--- src/rtl/ccff_loader_pkg.sv ---
// Shared types and constants for the configuration-chain bitstream loader.
// Latency: n/a (types only).
// Backpressure: n/a.
package ccff_loader_pkg;

    typedef enum logic [2:0] {
        IDLE  = 3'd0,
        FETCH = 3'd1,
        SHIFT = 3'd2,
        CHECK = 3'd3,
        DONE  = 3'd4
    } state_t;

    localparam logic [15:0] CRC_POLY = 16'h1021;
    localparam logic [15:0] CRC_INIT = 16'hFFFF;

endpackage

--- src/rtl/ccff_crc16.sv ---
// Serial CRC-16-CCITT, one bit per enabled cycle; clr reloads the init value.
// Latency: crc reflects a bit the cycle after it is presented with en=1.
// Backpressure: none; updates only when en is high.
module ccff_crc16
    import ccff_loader_pkg::*;
(
    input  logic        prog_clk,
    input  logic        pReset_n,
    input  logic        clr,
    input  logic        en,
    input  logic        din,
    output logic [15:0] crc
);

    logic fb;
    assign fb = crc[15] ^ din;

    always_ff @(posedge prog_clk or negedge pReset_n) begin
        if (!pReset_n) begin
            crc <= CRC_INIT;
        end else if (clr) begin
            crc <= CRC_INIT;
        end else if (en) begin
            crc <= {crc[14:0], 1'b0} ^ (fb ? CRC_POLY : 16'h0000);
        end
    end

endmodule

--- src/rtl/ccff_bitstream_loader.sv ---
// Serialises valid/ready bitstream words LSB-first onto the config chain head; optional CRC check under CCFF_CRC_EN.
// Latency: first bit on ccff_head/chain_clk_en the cycle after the word handshake; one bubble per word fetch.
// Backpressure: cfg_ready only in FETCH/CHECK; with cfg_valid low the chain is frozen (chain_clk_en=0, head held).
module ccff_bitstream_loader
    import ccff_loader_pkg::*;
#(
    parameter int WORD_W    = 32,
    parameter int CHAIN_LEN = 62
) (
    input  logic              prog_clk,
    input  logic              pReset_n,
    input  logic              start,
    input  logic [WORD_W-1:0] cfg_data,
    input  logic              cfg_valid,
    output logic              cfg_ready,
    output logic              ccff_head,
    output logic              chain_clk_en,
    output logic              busy,
    output logic              done,
    output logic              err
);

    localparam int CNT_W = $clog2(CHAIN_LEN + 1);
    localparam int WC_W  = (WORD_W > 1) ? $clog2(WORD_W) : 1;

    state_t              state;
    logic [WORD_W-1:0]   sh;
    logic [WC_W-1:0]     wcnt;
    logic [CNT_W-1:0]    bits_left;
    logic [WC_W-1:0]     first_cnt;
    logic                start_ok;
    logic                hs;

    assign start_ok = start && ((state == IDLE) || (state == DONE));
    assign hs       = cfg_valid && cfg_ready;

    // Bits still to take from the incoming word, minus one; the last word is truncated.
    always_comb begin
        first_cnt = WC_W'(WORD_W - 1);
        if (int'(bits_left) < WORD_W) begin
            first_cnt = WC_W'(int'(bits_left) - 1);
        end
    end

`ifdef CCFF_CRC_EN
    logic [15:0] crc;

    ccff_crc16 u_crc (
        .prog_clk (prog_clk),
        .pReset_n (pReset_n),
        .clr      (start_ok),
        .en       (chain_clk_en),
        .din      (ccff_head),
        .crc      (crc)
    );
`else
    assign err = 1'b0;
`endif

    always_ff @(posedge prog_clk or negedge pReset_n) begin
        if (!pReset_n) begin
            state        <= IDLE;
            cfg_ready    <= 1'b0;
            ccff_head    <= 1'b0;
            chain_clk_en <= 1'b0;
            busy         <= 1'b0;
            done         <= 1'b0;
            sh           <= '0;
            wcnt         <= '0;
            bits_left    <= '0;
`ifdef CCFF_CRC_EN
            err          <= 1'b0;
`endif
        end else begin
            chain_clk_en <= 1'b0;
            case (state)
                IDLE, DONE: begin
                    if (start) begin
                        state     <= FETCH;
                        cfg_ready <= 1'b1;
                        busy      <= 1'b1;
                        done      <= 1'b0;
                        bits_left <= CNT_W'(CHAIN_LEN);
`ifdef CCFF_CRC_EN
                        err       <= 1'b0;
`endif
                    end
                end
                FETCH: begin
                    if (hs) begin
                        state        <= SHIFT;
                        cfg_ready    <= 1'b0;
                        ccff_head    <= cfg_data[0];
                        chain_clk_en <= 1'b1;
                        sh           <= cfg_data >> 1;
                        wcnt         <= first_cnt;
                        bits_left    <= bits_left - CNT_W'(1);
                    end
                end
                SHIFT: begin
                    if (wcnt != '0) begin
                        ccff_head    <= sh[0];
                        chain_clk_en <= 1'b1;
                        sh           <= sh >> 1;
                        wcnt         <= wcnt - WC_W'(1);
                        bits_left    <= bits_left - CNT_W'(1);
                    end else if (bits_left != '0) begin
                        state     <= FETCH;
                        cfg_ready <= 1'b1;
                    end else begin
`ifdef CCFF_CRC_EN
                        state     <= CHECK;
                        cfg_ready <= 1'b1;
`else
                        state     <= DONE;
                        done      <= 1'b1;
                        busy      <= 1'b0;
`endif
                    end
                end
`ifdef CCFF_CRC_EN
                CHECK: begin
                    if (hs) begin
                        state     <= DONE;
                        cfg_ready <= 1'b0;
                        done      <= 1'b1;
                        busy      <= 1'b0;
                        err       <= (cfg_data[15:0] != crc);
                    end
                end
`endif
                default: begin
                    state <= IDLE;
                end
            endcase
        end
    end

endmodule

--- config.mk ---
export PLATFORM = sky130hd
export DESIGN_NAME = ccff_bitstream_loader
export DESIGN_NICKNAME = d
export VERILOG_FILES = /design/src/rtl/ccff_loader_pkg.sv /design/src/rtl/ccff_crc16.sv /design/src/rtl/ccff_bitstream_loader.sv
export SDC_FILE = /design/constraint.sdc
export NUM_CORES = 1
export LEC_CHECK = 0
export CAP_MARGIN = 40
export CORE_AREA = 2 2 69 71
export DETAILED_ROUTE_END_ITERATION = 8
export DIE_AREA = 0 0 71 73
export PLACE_DENSITY = 0.89
export SETUP_SLACK_MARGIN = 0.1
export SYNTH_ARGS = -nofsm -noshare
export SYNTH_HDL_FRONTEND = slang
export SYNTH_SLANG_ARGS = --single-unit
--- constraint.sdc ---
create_clock -name prog_clk -period 2.6 [get_ports prog_clk]
set_input_delay 0.52 -clock prog_clk [delete_from_list [all_inputs] [get_ports prog_clk]]
set_output_delay 0.52 -clock prog_clk [all_outputs]
set_load 0.01 [all_outputs]
After elaboration in Yosys (flattened, before gate mapping)
Index checks and enable logic that the tools add are counted.
{ "op_classes": {"add_sub_neg": 3, "order_cmp": 1, "n_eq_ne": 9, "n_mux": 34, "reduce_logical": 13} }
{ "op_table": {"columns": ["operator", "count"], "rows": [
  ["2-to-1 mux 32 bit", 2],
  ["case mux 32 bit (2 select lines)", 1],
  ["2-to-1 mux 6 bit", 3],
  ["case mux 6 bit (3 select lines)", 1],
  ["2-to-1 mux 5 bit", 3],
  ["2-to-1 mux 1 bit", 13],
  ["2-to-1 mux 3 bit", 4],
  ["inequality test 2 bit, second input constant", 6],
  ["case mux 5 bit (2 select lines)", 1],
  ["subtractor 5 x 1 -> 5 bit, second input constant", 2],
  ["case mux 3 bit (3 select lines)", 1],
  ["case mux 1 bit (2 select lines)", 4],
  ["AND reduction 4 bit", 2],
  ["< comparator 6 bit, second input constant", 1],
  ["AND reduction 3 bit", 2],
  ["nonzero test 6 bit", 1],
  ["subtractor 6 x 1 -> 6 bit, second input constant", 1],
  ["AND reduction 5 bit", 1],
  ["nonzero test 5 bit", 1],
  ["nonzero test 2 bit", 2],
  ["== test 3 x 1 -> 1 bit, second input constant", 1],
  ["== test 3 x 2 -> 1 bit, second input constant", 1],
  ["== test 3 bit, second input constant", 1],
  ["logical NOT 3 bit", 1],
  ["other kinds (4)", 4]
]} }
{ "totals": {"regBits": 51, "in_bits": 36, "output_inout_bits": 6, "elab_cells": 69} }

Longest topological paths before layout
{ "logic_depth": {"word_depth": 4, "ltp_mapped": 8, "ltp_nobuf": 6} }

Worst setup path before layout
OpenSTA, ideal clock, no wires.
{ "synth_path": {"kind": "register to register", "startpoint": "register wcnt[0]", "endpoint": "register bits_left[1]", "setup_time_ps": 124, "arrival_time_ps": 1532, "required_time_ps": 2476, "path_slack_ps": 944, "stages_incl_launch_ff": 9, "n_path_buf": 2, "period_less_slack_ps": 1656, "cell_sequence": "dfrtp_1 inv_1 ha_1 nor4b_4 o22ai_2 buf_4 buf_6 nor3_1 a21oi_1"} }
{ "synth_between": {"elab_chain_len": 3} }
{ "synth_lines": {"columns": ["item", "line", "rtl"], "rows": [
  ["start, declared", "ccff_bitstream_loader.sv:28", "logic [WC_W-1:0] wcnt;"],
  ["start signal, assigned", "ccff_bitstream_loader.sv:96", "wcnt <= first_cnt;"],
  ["start signal, assigned", "ccff_bitstream_loader.sv:105", "wcnt <= wcnt - WC_W'(1);"],
  ["nonzero test 5 bit", "ccff_bitstream_loader.sv:101", "if (wcnt != '0) begin"],
  ["inequality test 2 bit (no source line)", null, null],
  ["AND reduction 4 bit (no source line)", null, null],
  ["end signal, assigned", "ccff_bitstream_loader.sv:83", "bits_left <= CNT_W'(CHAIN_LEN);"],
  ["end signal, assigned", "ccff_bitstream_loader.sv:97", "bits_left <= bits_left - CNT_W'(1);"],
  ["end signal, assigned", "ccff_bitstream_loader.sv:106", "bits_left <= bits_left - CNT_W'(1);"],
  ["end, declared", "ccff_bitstream_loader.sv:29", "logic [CNT_W-1:0] bits_left;"]
]} }
Every way passes these cells.
A chain may end at the register's enable or synchronous reset.

Worst setup path after layout
{ "layout_path": {"startpoint": "register state[2]", "endpoint": "register wcnt[1]"} }
{ "layout_between": {"elab_chain_len": 3} }
{ "layout_lines": {"columns": ["item", "line", "rtl"], "rows": [
  ["start, declared", "ccff_bitstream_loader.sv:26", "state_t state;"],
  ["start signal, assigned", "ccff_bitstream_loader.sv:62", "state <= IDLE;"],
  ["start signal, assigned", "ccff_bitstream_loader.sv:79", "state <= FETCH;"],
  ["start signal, assigned", "ccff_bitstream_loader.sv:91", "state <= SHIFT;"],
  ["== test 3 x 2 -> 1 bit or == test 3 x 1 -> 1 bit (tied branches)", "ccff_bitstream_loader.sv:76", "case (state)"],
  ["inequality test 2 bit (no source line) or nonzero test 2 bit (tied branches)", null, null],
  ["AND reduction 3 bit (no source line)", null, null]
]} }
Parallel ways exist; a longest one is shown, timed or not.

==> flow_summary.json <==
{
  "clk_transition_reported_paths_ns": 0.10,
  "synth.cell_area_sq_mm": 0.002457,
  "grt_pass1_vias": 1998,
  "max_cap_violations": 0,
  "p_leak_nw": 1.221,
  "grt_pass1_wl_um": 8618,
  "layout_commonest_cell": "nand2_1",
  "synth.distinct_cells": 38,
  "die_w_um": 71,
  "syn_area_per_cell_sq_um": 8.714,
  "final_cell_area_sq_mm": 0.002977,
  "tightest_slew_ns": 0.6127,
  "cts_resized": 0,
  "start_kind": "register",
  "ys_ff_latch": 50,
  "drc": 0,
  "first_pass_iters": 4,
  "routed_wl_um": 5074,
  "cts_made_buffers": 5,
  "nets": 352,
  "drive_above_1_share": 0.06369,
  "dp_hpwl_um": 3440,
  "first_iter_violations": 140,
  "crit_required_ns": 2.80,
  "clkLatencyLatePin_ns": 0.31,
  "wl_per_cell_um": 13.79,
  "antenna_found_initial": 0,
  "core-area_sq_mm": 0.004536,
  "ioPinCount": 42,
  "finalNonFillerCells": 368,
  "cellPowerDensity_mw_per_mm2": 989.1,
  "crit_type": "reg2reg",
  "period_share": 0.7948,
  "crit_arrival_ns": 2.27,
  "path_buf_inv": 1,
  "peakVddDrop_mv": 0.3917,
  "rr_startpoint": "state[2]$_DFFE_PN0P_",
  "numPortBuffers": 40,
  "hold_class": "in2async",
  "drv_slew": 0,
  "layout_min_cycle_time_ns": 2.067,
  "multi_input_area_sq_mm": 0.001074,
  "gp_congestion": 0.7774,
  "placed_area_sq_mm": 0.002884,
  "post_cts_buffers": 0,
  "die-area_sq_mm": 0.005183,
  "clk_path_buf_depth": 2,
  "hold_viol": 0,
  "worstPathMaxFanout": 48,
  "dp_cells": 360,
  "vias_per_cell": 5.620,
  "crit_chain": "or3b_4 -> o22ai_4 -> buf_12 -> mux2_2",
  "grt.total_usage": 0.2066,
  "grt-ovfl-total": 0,
  "outcome": "finished, final reports clean",
  "setup_viol": 0,
  "hold_ws_ns": 0.2112,
  "htree_levels": 2,
  "ant_nets": 0,
  "slew-limit-headroom": 0.5915,
  "crit_path_end_kind": "register",
  "cts.sink_count": 50,
  "rows": 25,
  "syn_to_final_growth_pct": 21.13,
  "hold_buffers": 0,
  "final_cell_mix": "68 x nand2_1, 50 x dfrtp_1, 40 x nor2_1, 39 x clkdlybuf4s50_1, 32 x a31oi_1",
  "fp.dieH_um": 73,
  "fmax_mhz": 483.9,
  "cpLargestDelayFamily": "simple AND/OR/NAND/NOR gates",
  "seq_area_frac_synth": 0.5092,
  "synthesis.nets": 321,
  "power_mw": 2.944,
  "start_util": 0.5418,
  "fill_cells": 371,
  "grt_max_degree": 49,
  "critical-path-slowest-cell": "or3b_4",
  "rsz0062_at_grt": "no",
  "slowest_delay_ns": 0.65,
  "ys.warnings.count": 0,
  "tritoncts": "built",
  "clock-skew-final_ns": 0.01255,
  "register_area_sq_mm": 0.001251,
  "diodes": 0,
  "synth_cells": 282,
  "dr_total_vias": 2068,
  "clockRootBuffer": "clkbuf_8",
  "setup_tns_ns": 0,
  "setup.worst_path.start": "state[2]$_DFFE_PN0P_"
}
-- state kept, by name, indices dropped and copies added (netlist names) --
| signal | cells |
|---|---|
| chain_clk_en | 1 |
| sh | 31 |
| state | 3 |
| ccff_head | 1 |
| bits_left | 6 |
| done | 1 |
| busy | 1 |
| wcnt | 5 |
| cfg_ready | 1 |
-- cell usage after synthesis --
cell type	count	area, sq um
a31oi_1	32	200.2
o21ai_0	7	35.03
and3_1	1	6.260
nor3b_1	6	45.04
and2_1	3	18.77
o21ai_1	3	15.01
mux2i_1	1	10.01
nand3_1	3	15.01
a21oi_1	7	35.03
or3_1	2	12.51
o41ai_1	1	8.760
ha_1	3	37.54
clkbuf_1	8	30.03
a211oi_1	1	7.510
nor3_1	4	20.02
a22o_1	2	17.52
nand4b_1	2	17.52
nand2b_1	1	6.260
dfrtp_1	50	1251
a22oi_1	1	7.510
o22ai_1	1	6.260
buf_2	8	40.04
conb_1	1	3.750
or3b_4	1	11.26
o21a_1	2	15.01
mux2_2	1	11.26
o211a_1	1	10.01
buf_4	5	37.54
nor4b_4	1	23.77
inv_1	7	26.28
nand2_1	68	255.2
o22ai_2	1	12.51
xor2_1	2	17.52
o31ai_1	1	7.510
o2bb2ai_1	1	8.760
nor2_1	40	150.1
buf_6	1	11.26
nor4_1	2	12.51
-- layout make-up --
| class | count | area share |
|---|---|---|
| sequential | 50 | 0.4203 |
| clock buffer | 5 | 0.02312 |
| multi-input combinational | 203 | 0.3607 |
| tap | 54 | 0.02270 |
| timing repair buffer | 46 | 0.1564 |
| inverter | 7 | 0.008827 |
| clock inverter | 3 | 0.007987 |
-- path summary, 6_finish.rpt --
path / endpoint / slack, ns / depth (start not counted)
worst max-delay path: wcnt[1]$_DFFE_PN0P_ / 0.53 / 4
worst min-delay path: chain_clk_en$_DFF_PN0_ / 0.21 / 1
worst max register to register: wcnt[1]$_DFFE_PN0P_ / 0.53 / 4
worst min register to register: done$_DFFE_PN0P_ / 0.52 / 1
max in group asynchronous: sh[11]$_DFFE_PN0P_ / 1.84 / 2
min in group prog_clk: done$_DFFE_PN0P_ / 0.52 / 1
-- metrics by stage --
stage / utilization / setup WS (ns)
after global routing: 0.6563 / 0.4293
after CTS: 0.6563 / 0.5382
after floorplan: - / 0.9436
final: 0.6563 / 0.5335
after detailed placement: 0.6359 / 0.4233
after global placement: 0.6359 / 0.4610
-- layer usage --
metal	routed length, um	global-route usage	vias to the layer above
met5	0	0	-
met4	48	0.06080	0
met3	240	0.04696	6
met2	2514	0.3520	43
met1	2271	0.2652	998
li1	-	-	1021
-- report_power, final --
group / switching [mW] / internal, mW / leakage [nW]
Combinational: 0.634 / 0.504 / 0.634
Clock: 0.271 / 0.193 / 0.0408
Sequential: 0.237 / 1.10 / 0.546
-- cell families after synthesis --
kind of cell             Yosys count  share of synthesized area
AO/OA/AOI/OAI                     61                     0.1573
XOR/XNOR                           2                   0.007130
adder cells (fa/ha/maj)            3                    0.01528
buffers and inverters             29                    0.05907
flip-flops                        50                     0.5092
multiplexers                       2                   0.008656
other                              1                   0.001526
AND/OR/NAND/NOR                  134                     0.2418
No activity file was read; power rests on OpenSTA's default activity.
